**src/rtl/uart_rx_buffer.sv**
```systemverilog
// Memory-mapped UART receiver: 2-FF synchronised RX line, 8N1 deframer, byte FIFO, DATA/STATUS read mux.
// Define UART_RX_PARITY_EN to receive an even-parity bit between bit 7 and the stop bit.
`timescale 1ns/1ps
module uart_rx_buffer #(
    parameter int CLKS_PER_BIT = 5208,
    parameter int FIFO_DEPTH   = 8,
    parameter int DATA_WIDTH   = 32
) (
    input  logic                  clk,
    input  logic                  rst,
    input  logic                  rx_line,
    input  logic                  rd_en,
    input  logic                  addr,
    output logic [DATA_WIDTH-1:0] rd_data,
    output logic                  rx_irq,
    output logic                  busy
);
    localparam int CW = $clog2(CLKS_PER_BIT);
    localparam int AW = $clog2(FIFO_DEPTH);
    localparam logic [CW-1:0] CNT_LAST = CW'(CLKS_PER_BIT - 1);
    localparam logic [CW-1:0] CNT_HALF = CW'(CLKS_PER_BIT / 2 - 1);
    localparam logic [AW:0]   DEPTH_C  = (AW+1)'(FIFO_DEPTH);

    typedef enum logic [2:0] {S_IDLE, S_START, S_DATA, S_PARITY, S_STOP} state_t;

    state_t          state_q;
    logic [1:0]      sync_q;
    logic            rx_s;
    logic [CW-1:0]   cnt_q;
    logic [2:0]      bit_q;
    logic [7:0]      shift_q;
    logic            stop_wait_q;
    logic            busy_q;
    logic            par_bad;

    logic [7:0]      mem_q [FIFO_DEPTH];
    logic [AW-1:0]   wr_ptr_q, rd_ptr_q;
    logic [AW:0]     count_q, count_d;
    logic            overrun_q, frame_err_q, parity_err_w;
    logic            overrun_d, frame_err_d;

    logic stop_sample, push_req, frame_set, pop, full, push_ok, overrun_set, sticky_clr;
    logic [DATA_WIDTH-1:0] status_w, head_w;

    assign rx_s = sync_q[1];

`ifdef UART_RX_PARITY_EN
    logic par_bad_q, parity_err_q, parity_err_d, parity_set;
    assign par_bad      = par_bad_q;
    assign parity_err_w = parity_err_q;
    assign parity_set   = (state_q == S_PARITY) && (cnt_q == CNT_LAST) && (^{shift_q, rx_s});
`else
    assign par_bad      = 1'b0;
    assign parity_err_w = 1'b0;
`endif

    // Receive FSM; the byte is complete in shift_q from the bit-7 sample onward.
    always_ff @(posedge clk or posedge rst) begin
        if (rst) begin
            sync_q      <= 2'b11;
            state_q     <= S_IDLE;
            cnt_q       <= '0;
            bit_q       <= '0;
            shift_q     <= '0;
            stop_wait_q <= 1'b0;
            busy_q      <= 1'b0;
`ifdef UART_RX_PARITY_EN
            par_bad_q   <= 1'b0;
`endif
        end else begin
            sync_q <= {sync_q[0], rx_line};
            case (state_q)
                S_IDLE: begin
                    if (!rx_s) begin
                        state_q <= S_START;
                        cnt_q   <= '0;
                        busy_q  <= 1'b1;
`ifdef UART_RX_PARITY_EN
                        par_bad_q <= 1'b0;
`endif
                    end
                end
                S_START: begin
                    if (cnt_q == CNT_HALF) begin
                        cnt_q <= '0;
                        bit_q <= '0;
                        if (!rx_s) begin
                            state_q <= S_DATA;
                        end else begin
                            state_q <= S_IDLE;
                            busy_q  <= 1'b0;
                        end
                    end else begin
                        cnt_q <= cnt_q + 1'b1;
                    end
                end
                S_DATA: begin
                    if (cnt_q == CNT_LAST) begin
                        cnt_q   <= '0;
                        shift_q <= {rx_s, shift_q[7:1]};
                        if (bit_q == 3'd7) begin
`ifdef UART_RX_PARITY_EN
                            state_q <= S_PARITY;
`else
                            state_q <= S_STOP;
`endif
                        end else begin
                            bit_q <= bit_q + 1'b1;
                        end
                    end else begin
                        cnt_q <= cnt_q + 1'b1;
                    end
                end
                S_PARITY: begin
                    if (cnt_q == CNT_LAST) begin
                        cnt_q   <= '0;
                        state_q <= S_STOP;
`ifdef UART_RX_PARITY_EN
                        par_bad_q <= ^{shift_q, rx_s};
`endif
                    end else begin
                        cnt_q <= cnt_q + 1'b1;
                    end
                end
                S_STOP: begin
                    if (stop_wait_q) begin
                        if (rx_s) begin
                            stop_wait_q <= 1'b0;
                            state_q     <= S_IDLE;
                            busy_q      <= 1'b0;
                        end
                    end else if (cnt_q == CNT_LAST) begin
                        cnt_q <= '0;
                        if (rx_s) begin
                            state_q <= S_IDLE;
                            busy_q  <= 1'b0;
                        end else begin
                            stop_wait_q <= 1'b1;
                        end
                    end else begin
                        cnt_q <= cnt_q + 1'b1;
                    end
                end
                default: begin
                    state_q <= S_IDLE;
                    busy_q  <= 1'b0;
                end
            endcase
        end
    end

    assign stop_sample = (state_q == S_STOP) && !stop_wait_q && (cnt_q == CNT_LAST);
    assign push_req    = stop_sample && rx_s && !par_bad;
    assign frame_set   = stop_sample && !rx_s;
    assign full        = (count_q == DEPTH_C);
    assign pop         = rd_en && !addr && (count_q != '0);
    // A full FIFO still accepts a push when the head leaves in the same cycle.
    assign push_ok     = push_req && (!full || pop);
    assign overrun_set = push_req && full && !pop;
    assign sticky_clr  = rd_en && addr;

    always_comb begin
        count_d     = count_q + (AW+1)'(push_ok) - (AW+1)'(pop);
        overrun_d   = overrun_set ? 1'b1 : (sticky_clr ? 1'b0 : overrun_q);
        frame_err_d = frame_set ? 1'b1 : (sticky_clr ? 1'b0 : frame_err_q);
`ifdef UART_RX_PARITY_EN
        parity_err_d = parity_set ? 1'b1 : (sticky_clr ? 1'b0 : parity_err_q);
`endif
    end

    always_ff @(posedge clk or posedge rst) begin
        if (rst) begin
            wr_ptr_q    <= '0;
            rd_ptr_q    <= '0;
            count_q     <= '0;
            overrun_q   <= 1'b0;
            frame_err_q <= 1'b0;
`ifdef UART_RX_PARITY_EN
            parity_err_q <= 1'b0;
`endif
        end else begin
            if (push_ok) wr_ptr_q <= wr_ptr_q + 1'b1;
            if (pop)     rd_ptr_q <= rd_ptr_q + 1'b1;
            count_q     <= count_d;
            overrun_q   <= overrun_d;
            frame_err_q <= frame_err_d;
`ifdef UART_RX_PARITY_EN
            parity_err_q <= parity_err_d;
`endif
        end
    end

    always_ff @(posedge clk) begin
        if (push_ok) mem_q[wr_ptr_q] <= shift_q;
    end

    always_comb begin
        status_w            = '0;
        status_w[0]         = (count_q != '0);
        status_w[1]         = full;
        status_w[2]         = overrun_q;
        status_w[3]         = frame_err_q;
        status_w[4]         = parity_err_w;
        status_w[8 +: AW+1] = count_q;
        head_w              = '0;
        if (count_q != '0) head_w[7:0] = mem_q[rd_ptr_q];
        rd_data = addr ? status_w : head_w;
    end

    assign rx_irq = (count_q != '0);
    assign busy   = busy_q;

endmodule

```
**config.mk**
```make
export PLATFORM = sky130hd
export DESIGN_NAME = uart_rx_buffer
export DESIGN_NICKNAME = d
export VERILOG_FILES = /design/src/rtl/uart_rx_buffer.sv
export SDC_FILE = /design/constraint.sdc
export NUM_CORES = 1
export LEC_CHECK = 0
export ABC_AREA = 1
export BUFFER_PORTS_ARGS = -buffer_cell sky130_fd_sc_hd__buf_4
export CAP_MARGIN = 20
export CORE_AREA = 2 2 148 150
export DETAILED_ROUTE_END_ITERATION = 10
export DIE_AREA = 0 0 150 152
export PLACE_DENSITY = 0.44
export SLEW_MARGIN = 20
export SYNTH_ARGS = -nofsm -noshare
export SYNTH_HDL_FRONTEND = slang
export SYNTH_SLANG_ARGS = --single-unit
```
**constraint.sdc**
```tcl
create_clock -name clk -period 2.3 [get_ports clk]
set_clock_uncertainty 0.15 [all_clocks]
set_input_delay 0 -clock clk [delete_from_list [all_inputs] [get_ports clk]]
set_output_delay 0 -clock clk [all_outputs]
set_load 0.1 [all_outputs]
```
==> out/metrics.cfg, run 1 <==
[power]
comb_power_share_pct=39.0
ir_worst_vdd_v=0.000395
power.leakage_nw=2.83
seqPwrFrac_pct=35.9
cellPowerDensity_nw_per_um2=954
p_sw_mw=2.52
p_int_mw=3.55
swShare_pct=41.6
power.share.clock_pct=25.1

[setup_path]
rrSetupSlack_ns=0.05
start_kind=flip-flop
worstPathCellList=ha_2 -> nand2_2 -> nor2_4 -> nand2_2 -> nor2_4 -> nand4_1 -> o21ai_1 -> ha_2 -> inv_2 -> fa_1 -> xnor2_1
reg2reg_depth=11
critical_path_required_ns=2.39
crit_slowest_cell=dfrtp_1
max_stage_delay_ns=0.38
cp-startpoint=cnt_q[1]
r2r-start=cnt_q[1]
crit_type=reg -> reg
endpoint_kind=flip-flop
critical_path_peak_fanout=3
arrival_ns=2.34
rr_endpoint=count_q[2]

[outcome]
outcome=finished, final reports clean

[timing]
timing.hold.ws_ns=0.150
report.final.slew_viol_count=0
finalCriticalPeriod_ns=2.25
setup_ws_ns=0.0521
period_share_pct=97.7
finalHoldViolCount=0
final-setup-viol-count=0
worstMarginPinSlew_ns=0.789
rsz0062_at_grt=true
relSlewSlack_pct=47.3
max_freq_mhz=445

[floorplan]
coreArea_sq_um=21400
io_pins=39
die_w_microns=150
die_area_sq_um=22800
die_h_microns=152
rows=54
start_util_pct=24.4

[synthesis]
synth-async-reset-ratio_pct=40.2
synth_edf_count=64
synthesis.area_sq_um=5220
syn-instance-count=539
synth.avg_cell_area_sq_um=9.68
synth-main-ff-cell=edfxtp_1
yosys_warnings=0
synth_top_area_share_pct=36.8
yosys.area.top_type=edfxtp_1
ys_types=35
synth-seq-cells=107
synth.area.top_cells=edfxtp_1 37%, dfrtp_1 20%, nand2_1 7.3%
ys_seq_area_share_pct=57.5

[cts]
cts_sinks=107
cts_tree=done
clockBufferDepth=2
cts_buffers=9
cts_root_buffer=clkbuf_16
cts_max_level=3
clk_latency_ns=0.35
clkTransAtPathRegs_ns=0.08

[layout]
fin_nets=613
drive_gt1_share_pct=21.1
antennaDiodeCount=0
instances_no_fill=882
areaGrowthSynthToFinish_pct=21.9
final_cell_area_sq_um=6360

[global_routing]
first_global_vias=3653
grt_pass1_wl_mm=19.0
track_usage_pct=10.8
grt-ovfl-total=0
grt_max_degree=44
antenna_found_initial=0

[route]
routed_via_density=4.23
vias=3731
wl_per_cell_microns=13.5
wirelength_mm=11.9
antenna_left=0
drt_pass1_iterations=5
drc=0
drt_iter0_drc=201

[hold_path]
hold_depth=2
hp-start=rx_line
hold_class=in -> reg
whs_endpoint=sync_q[0]

[placement]
placed_area_sq_um=5990
dp.final_hpwl_mm=8.61
io_buffers=18
dp.cells=859
dp_slack_ns=0.0389
gp_congestion=0.792

[flow_run]
cap_violations=0

-- layer usage --
metal / vias to the layer above / track usage [%] / share of wire (%)
li1: 1875 / - / -
met1: 1788 / 13.9 / 46
met2: 58 / 18.1 / 50
met3: 10 / 2.10 / 3.0
met4: 0 / 3.50 / 0.98
met5: - / 0 / 0
-- cell usage after synthesis (all sizes together), types with 2 or more instances --
cell,instances
buf,24
o211ai,6
dfrtp,41
nor3,3
inv,59
a21oi,4
nand4,9
nand3,40
o21bai,4
clkbuf,10
edfxtp,64
o22ai,10
dfstp,2
nand2,108
xor2,7
ha,10
nor2,80
xnor2,2
o21ai,53
-- worst max-delay path by stage --
stage                       to  depth (start not counted)  slack [ns]
floorplan           count_q[2]                         11       -0.02
global placement    count_q[1]                         11        0.07
detailed placement  count_q[2]                         11        0.04
CTS                 count_q[2]                         11        0.02
global route        count_q[2]                         11       -0.08
finish              count_q[2]                         11        0.05
-- layout make-up --
class	count	area [sq um]
Sequential cell	107	3000
Tap cell	280	350
Timing Repair Buffer	62	582
Fill cell	2238	15000
Clock buffer	9	225
Multi-Input combinational cell	357	1910
Inverter	60	226
Clock inverter	7	66.3
-- through the flow --
step | util [%] | TNS [ns] | total power, mW
3_3_place_gp | 28.0 | 0 | 4.60
4_1_cts | 29.6 | 0 | 6.16
2_1_floorplan | - | -0.0440 | 4.01
3_5_place_dp | 28.0 | 0 | 4.60
5_1_grt | 29.8 | -0.151 | 6.42
6_report | 29.8 | 0 | 6.07
-- critical path: cells and delay by family, from the launching register on --
| kind | cells | cell delay, ns |
|---|---|---|
| fa+ha+maj | 3 | 0.76 |
| simple gates | 5 | 0.50 |
| flops | 1 | 0.38 |
| compound gates | 1 | 0.18 |
| xor+xnor | 1 | 0.13 |
| buf+inv | 1 | 0.04 |
-- layout by cell type, fill, tap and decap left out, drive strengths merged --
| cell | Yosys | routed |
|---|---|---|
| nand2 | 108 | 108 |
| nor2 | 80 | 80 |
| edfxtp | 64 | 64 |
| inv | 59 | 63 |
| buf | 24 | 57 |
| o21ai | 53 | 53 |
| dfrtp | 41 | 41 |
| nand3 | 40 | 40 |
| conb | 1 | 20 |
| o22ai | 10 | 10 |
| ha | 10 | 10 |
| nand4 | 9 | 9 |
| clkbuf | 10 | 9 |
| xor2 | 7 | 7 |
| o211ai | 6 | 6 |
| dlygate4sd3 | 0 | 5 |
| a21oi | 4 | 4 |
| o21bai | 4 | 4 |
| clkinv | 1 | 4 |
| nor3 | 3 | 3 |
| xnor2 | 2 | 2 |
| dfstp | 2 | 2 |
| fa | 1 | 1 |
-- power groups by stage --
stage	Combinational (mW)	Sequential [mW]	Clock (mW)
4_1_cts	2.40	2.18	1.58
2_1_floorplan	1.83	2.18	0
3_5_place_dp	2.38	2.22	0
5_1_grt	2.59	2.19	1.64
3_3_place_gp	2.38	2.22	0
6_report	2.37	2.18	1.52
-- sequential cells by signal, summed over array words and instances (netlist names) --
signal,count
mem_q,64
state_q,3
rd_ptr_q,3
frame_err_q,1
shift_q,8
sync_q,2
count_q,4
wr_ptr_q,3
overrun_q,1
bit_q,3
busy,1
cnt_q,13
stop_wait_q,1
-- cell families after synthesis --
logic type | after synthesis | share of synthesized area [%]
other | 1 | 0.0719
DFF | 107 | 57.5
adders and majority gates | 11 | 2.78
xor gates and xnor gates | 9 | 1.51
and+or+nand+nor | 240 | 21.5
AOI/OAI and AO/OA | 77 | 8.18
buffers and inverters | 94 | 8.44
-- repair_timing --
action,4_1_cts,5_1_grt
gates resized for setup,0,5
buffers inserted,0,2
hold buffers,5,0
hold endpoints to repair,47,0
endpoints found under the setup margin,0,3
Power figures use the tool's default switching activity.
==> inputs of run 2 (changes only) <==
Settings changed: PLACE_DENSITY 0.44 to 0.42, RECOVER_POWER from default to 25.
Clock period 2.3 ns to 2.8 ns, I/O delays scaled along.
==> run 2 against run 1 <==
Compared with the run above:
- sequential share of layout area grew 3.1 points
- clock-buffer cell count is the same
- worst setup slack gained 0.35 ns
- utilization shrank 1.8 points
- critical path depth is the same
- final area shrank 6.2%
- register-to-register slack gained 0.35 ns
- critical endpoint is now count_q[1]
- largest cell class unchanged
==> out/metrics.cfg, run 2 (same netlist as run 1, synthesis figures left out) <==
[outcome]
outcome=finished, final reports clean  ; unchanged

[route]
vias=3577  ; was 3731
drt_pass1_iterations=4  ; was 5
antenna_left=0  ; unchanged
routed_via_density=4.21  ; was 4.23
wl_per_cell_microns=13.4  ; was 13.5 microns
wirelength_mm=11.4  ; was 11.9 mm
drt_iter0_drc=157  ; was 201
drc=0  ; unchanged

[floorplan]
start_util_pct=24.4  ; unchanged
coreArea_sq_um=21400  ; unchanged
die_h_microns=152  ; unchanged
rows=54  ; unchanged
die_w_microns=150  ; unchanged
io_pins=39  ; unchanged
die_area_sq_um=22800  ; unchanged

[setup_path]
critical_path_peak_fanout=5  ; was 3
crit_slowest_cell=fa_1  ; was dfrtp_1
worstPathCellList=inv_1 -> ha_1 -> nand3_2 -> nand2_1 -> o21bai_2 -> nand4_1 -> o21ai_1 -> ha_1 -> inv_1 -> fa_1 -> inv_1  ; was ha_2 -> nand2_2 -> nor2_4 -> nand2_2 -> nor2_4 -> nand4_1 -> o21ai_1 -> ha_2 -> inv_2 -> fa_1 -> xnor2_1
endpoint_kind=flip-flop  ; unchanged
max_stage_delay_ns=0.48  ; was 0.38 ns
crit_type=reg -> reg  ; unchanged
critical_path_required_ns=2.90  ; was 2.39 ns
cpMostUsedCell=inv_1
reg2reg_depth=11  ; unchanged
start_kind=flip-flop  ; unchanged
arrival_ns=2.49  ; was 2.34 ns

[timing]
report.final.slew_viol_count=0  ; unchanged
finalCriticalPeriod_ns=2.39  ; was 2.25 ns
period_share_pct=85.5  ; was 97.7%
relSlewSlack_pct=38.9  ; was 47.3%
finalSetupTns_ns=0  ; unchanged
max_freq_mhz=418  ; was 445 MHz
finalHoldViolCount=0  ; unchanged
final-setup-viol-count=0  ; unchanged
worstMarginPinSlew_ns=0.915  ; was 0.789 ns
rsz0062_at_grt=false  ; was true

[layout]
final_common_cell=nand2_1  ; unchanged
antennaDiodeCount=0  ; unchanged
drive_gt1_share_pct=14.9  ; was 21.1%
largest_register_ffs=64  ; unchanged
instances_no_fill=849  ; was 882
areaGrowthSynthToFinish_pct=14.4  ; was 21.9%
top_regs=mem_q (64), cnt_q (13), shift_q (8)  ; unchanged
fin_nets=580  ; was 613
layout_common_cells=101 x nand2_1, 64 x edfxtp_1, 59 x nor2_1, 49 x inv_1, 47 x o21ai_0  ; was 98 x nand2_1, 64 x edfxtp_1, 58 x nor2_1, 48 x buf_4, 46 x inv_1
regMostFlops=mem_q  ; unchanged
fillers=2270  ; was 2238

[cts]
clkTransAtPathRegs_ns=0.07  ; was 0.08 ns
postCtsSetupRepairBufs=0  ; unchanged
clockBufferDepth=2  ; unchanged
clk_latency_ns=0.35  ; about the same
cts_buffers=9  ; unchanged
cts_root_buffer=clkbuf_16  ; unchanged
cts_max_level=3  ; unchanged
cts_tree=done  ; unchanged
cts_sinks=107  ; unchanged

[placement]
io_buffers=18  ; unchanged
dp.cells=829  ; was 859
dp.final_hpwl_mm=8.17  ; was 8.61 mm
gp_congestion=0.753  ; was 0.792

[global_routing]
antenna_found_initial=0  ; unchanged
grt-ovfl-total=0  ; unchanged
grt_max_degree=44  ; unchanged
first_global_vias=3565  ; was 3653
track_usage_pct=10.8  ; about the same
grt_pass1_wl_mm=19.2  ; was 19.0 mm

[hold_path]
hold_depth=6  ; was 2
hold_class=in -> reg  ; unchanged

[power]
power_mw=4.92  ; was 6.07 mW
cellPowerDensity_nw_per_um2=825  ; was 954 nW/um^2
power.leakage_nw=2.65  ; was 2.83 nW
ir_worst_vdd_v=0.000300  ; was 0.000395 V

[flow_run]
cap_violations=0  ; unchanged

-- run 2: cell count changes in the layout (fill, tap and decap cells not counted), sizes merged --
cell         previous run  this run
clkinv                  4         3
buf                    57        24
bufinv                  0         1
dlygate4sd3             5         4
clkbuf                  9        10
-- run 2: layout make-up --
| cell class | count | area (sq um) | area share [%] |
|---|---|---|---|
| timing repair buffer | 29 | 228 | 3.82 |
| inverter | 60 | 225 | 3.77 |
| sequential | 107 | 3000 | 50.3 |
| multi-input combinational | 357 | 1860 | 31.1 |
| clock inverter | 7 | 82.6 | 1.38 |
| tap | 280 | 350 | 5.87 |
| clock buffer | 9 | 225 | 3.77 |
-- run 2: power by group --
group / internal, mW / switching [mW] / leakage (nW)
clock: 0.712 / 0.606 / 0.152
sequential: 1.72 / 0.0891 / 1.30
combinational: 0.464 / 1.34 / 1.20
total: 2.89 / 2.03 / 2.65
-- run 2: critical path: cells and delay by family, from the launching register on --
kind / cells / cell delay (ns)
compound gates: 2 / 0.40
fa+ha+maj: 3 / 0.87
buf+inv: 3 / 0.17
flops: 1 / 0.35
simple gates: 3 / 0.37
-- run 2: final timing paths --
check	slack [ns]	endpoint	start
max in group asynchronous	1.66	cnt_q[0]	rst
hold / removal	0.08	wr_ptr_q[2]	addr
min in group asynchronous	0.26	count_q[3]	rst
setup / recovery	0.41	count_q[1]	count_q[2]
hold reg to reg	0.21	sync_q[1]	sync_q[0]
setup reg to reg	0.41	count_q[1]	count_q[2]
-- run 2: stage by stage --
stage                     setup WS, ns  instance area [sq um]  hold slack, ns  util, %
after CTS                        0.362                   5970          0.0760     28.0
after global placement           0.437                   5620         -0.0398     26.3
after detailed placement         0.383                   5620         -0.0399     26.3
after floorplan                  0.103                   5300          -0.146        -
after global routing             0.124                   5970           0.132     28.0
final                            0.406                   5970          0.0784     28.0
-- run 2: layer usage --
metal  part of all wire, %  global-route usage (%)  vias to the layer above
met4                   1.1                    2.43                        0
met1                    46                    14.0                     1710
met5                     0                       0                        -
met3                   3.3                    3.33                        7
li1                      -                       -                     1802
met2                    50                    17.7                       58
-- run 2: what timing repair did --
action / in CTS / in global routing
endpoints found under the hold margin: 48 / 0
hold buffers: 4 / 0
resized for setup: 0 / 0
==> inputs of run 3 (changes only) <==
Settings changed: CORE_AREA 2 2 148 150 to 2 2 165 135, CTS_CLUSTER_SIZE from default to 28, DIE_AREA 0 0 150 152 to 0 0 167 137.
==> run 3 against run 2 <==
Compared with the run above:
- worst setup slack got worse by 0.014 ns
- highest routed layer unchanged
- clock-buffer cell count rose by 3
- global-route usage fell by 0.49 points
- via count rose by 1.1%
- final area fell by 0.21%
- register-to-register slack barely moved
- sequential power barely moved
- non-clock buffer count rose by 2
- sequential cell count did not move
==> out/metrics.cfg, run 3 (same netlist as run 1, synthesis figures left out) <==
[setup_path]
worstPathCellList=inv_1 -> ha_1 -> nand3_2 -> nand2_1 -> nor2_1 -> nand2_1 -> o21ai_1 -> ha_1 -> inv_1 -> fa_1 -> xnor2_1  ; was inv_1 -> ha_1 -> nand3_2 -> nand2_1 -> o21bai_2 -> nand4_1 -> o21ai_1 -> ha_1 -> inv_1 -> fa_1 -> inv_1
crit_slowest_cell=fa_1  ; unchanged
cp_num_buf_inv=2  ; was 3
critical_path_required_ns=2.88  ; was 2.90 ns
endpoint_kind=flip-flop  ; unchanged
crit_type=reg -> reg  ; unchanged
arrival_ns=2.49  ; about the same
max_stage_delay_ns=0.37  ; was 0.48 ns
critical_path_peak_fanout=6  ; was 5
start_kind=flip-flop  ; unchanged
crit_family=adder cells  ; unchanged

[floorplan]
die_w_microns=167  ; was 150 microns
die_h_microns=137  ; was 152 microns
io_pins=39  ; unchanged
die_area_sq_um=22900  ; was 22800 sq um
rows=48  ; was 54
start_util_pct=24.6  ; was 24.4%
coreArea_sq_um=21200  ; was 21400 sq um

[timing]
timing.hold.ws_ns=0.0922  ; was 0.0784 ns
finalCriticalPeriod_ns=2.41  ; was 2.39 ns
max_freq_mhz=415  ; was 418 MHz
finalHoldViolCount=0  ; unchanged
report.final.slew_viol_count=0  ; unchanged
relSlewSlack_pct=6.92  ; was 38.9%
period_share_pct=86.0  ; was 85.5%
finalSetupTns_ns=0  ; unchanged
final-setup-viol-count=0  ; unchanged
rsz0062_at_grt=false  ; unchanged
worstMarginPinSlew_ns=1.40  ; was 0.915 ns

[global_routing]
grt_max_degree=44  ; unchanged
track_usage_pct=10.3  ; was 10.8%
first_global_vias=3473  ; was 3565
antenna_found_initial=0  ; unchanged
grt_pass1_wl_mm=18.5  ; was 19.2 mm
grt-ovfl-total=0  ; unchanged

[cts]
cts_buffers=9  ; unchanged
cts_root_buffer=clkbuf_16  ; unchanged
cts_tree=done  ; unchanged
clk_latency_ns=0.35  ; about the same
postCtsSetupRepairBufs=0  ; unchanged
cts_max_level=3  ; unchanged
clkTransAtPathRegs_ns=0.07  ; about the same
clockBufferDepth=2  ; unchanged
cts_sinks=107  ; unchanged

[layout]
top_regs=mem_q (64), cnt_q (13), shift_q (8)  ; unchanged
largest_register_ffs=64  ; unchanged
fin_nets=582  ; was 580
areaGrowthSynthToFinish_pct=14.2  ; was 14.4%
drive_gt1_share_pct=14.7  ; was 14.9%
final_cell_area_sq_um=5960  ; was 5970 sq um
final_common_cell=nand2_1  ; unchanged
antennaDiodeCount=0  ; unchanged
regMostFlops=mem_q  ; unchanged
layout_common_cells=101 x nand2_1, 64 x edfxtp_1, 59 x nor2_1, 50 x inv_1, 47 x o21ai_0  ; was 101 x nand2_1, 64 x edfxtp_1, 59 x nor2_1, 49 x inv_1, 47 x o21ai_0

[hold_path]
hold_class=in -> reg  ; unchanged

[power]
power_mw=4.83  ; was 4.92 mW
p_int_mw=2.82  ; was 2.89 mW
cellPowerDensity_nw_per_um2=811  ; was 825 nW/um^2
power.leakage_nw=2.65  ; about the same
seqPwrFrac_pct=36.9  ; was 36.6%
power.share.clock_pct=25.3  ; was 26.8%
ir_worst_vdd_v=0.000744  ; was 0.000300 V
swShare_pct=41.7  ; was 41.3%
p_sw_mw=2.01  ; was 2.03 mW
comb_power_share_pct=37.7  ; was 36.6%

[placement]
io_buffers=18  ; unchanged
gp_congestion=0.794  ; was 0.753
placed_area_sq_um=5620  ; about the same
dp.final_hpwl_mm=8.23  ; was 8.17 mm

[route]
wl_per_cell_microns=13.5  ; was 13.4 microns
drt_pass1_iterations=4  ; unchanged
drt_iter0_drc=306  ; was 157
routed_via_density=4.28  ; was 4.21
antenna_left=0  ; unchanged
drc=0  ; unchanged
wirelength_mm=11.4  ; about the same
vias=3618  ; was 3577

[flow_run]
cap_violations=0  ; unchanged

[outcome]
outcome=finished, final reports clean  ; unchanged

==> run 3: repair_timing <==
action / CTS / global route
setup endpoints to repair: 0 / 0
gates resized for setup: 0 / 0
hold buffers: 4 / 0
endpoints found under the hold margin: 48 / 0
==> run 3: path summary, 6_finish.rpt <==
| kind | cells after the start | slack [ns] | from | end |
|---|---|---|---|---|
| worst max-delay path | 11 | 0.39 | count_q[2] | count_q[2] |
| worst min-delay path | 5 | 0.09 | addr | overrun_q |
| worst max register to register | 11 | 0.39 | count_q[2] | count_q[2] |
| worst min register to register | 0 | 0.21 | sync_q[0] | sync_q[1] |
| max in group asynchronous | 4 | 0.56 | rst | count_q[2] |
| min in group asynchronous | 3 | 0.13 | rst | shift_q[2] |
==> run 3: area by class of cell <==
type / count / area [sq um]
fill: 2233 / 15200
tap: 275 / 344
inverter: 60 / 225
multi-input combinational: 357 / 1860
sequential: 107 / 3000
timing repair buffer: 31 / 248
clock inverter: 4 / 35.0
clock buffer: 12 / 246
==> run 3: layer usage <==
| layer | share of wire, % | vias to the layer above | GRT usage [%] | wire [microns] |
|---|---|---|---|---|
| met1 | 51 | 1728 | 14.7 | 5790 |
| met3 | 3.9 | 9 | 2.43 | 446 |
| met2 | 45 | 77 | 15.8 | 5110 |
| met5 | 0 | - | 0 | 0 |
| li1 | - | 1804 | - | - |
| met4 | 0.74 | 0 | 2.73 | 85 |
==> run 3: worst reg2reg max path, delay by kind of cell, from the launching register on <==
kind	cells	cell delay [ns]
compound gates	1	0.10
xor+xnor	1	0.13
fa+ha+maj	3	0.76
buf+inv	2	0.13
flops	1	0.35
simple gates	4	0.66
==> run 3: through the flow <==
stage | setup WS [ns] | utilization, % | std cells
global route | 0.127 | 28.1 | 846
CTS | 0.352 | 28.0 | 845
detailed placement | 0.360 | 26.5 | 825
finish | 0.392 | 28.1 | 846
global placement | 0.424 | 26.5 | 825
floorplan | 0.103 | - | 558
==> run 3: power by group through the flow <==
stage          clock [mW]  combinational (mW)  sequential, mW
4_1_cts              1.25                1.84            1.79
6_report             1.22                1.82            1.78
3_5_place_dp            0                1.83            1.82
2_1_floorplan           0                1.46            1.78
5_1_grt              1.32                1.98            1.80
3_3_place_gp            0                1.84            1.82
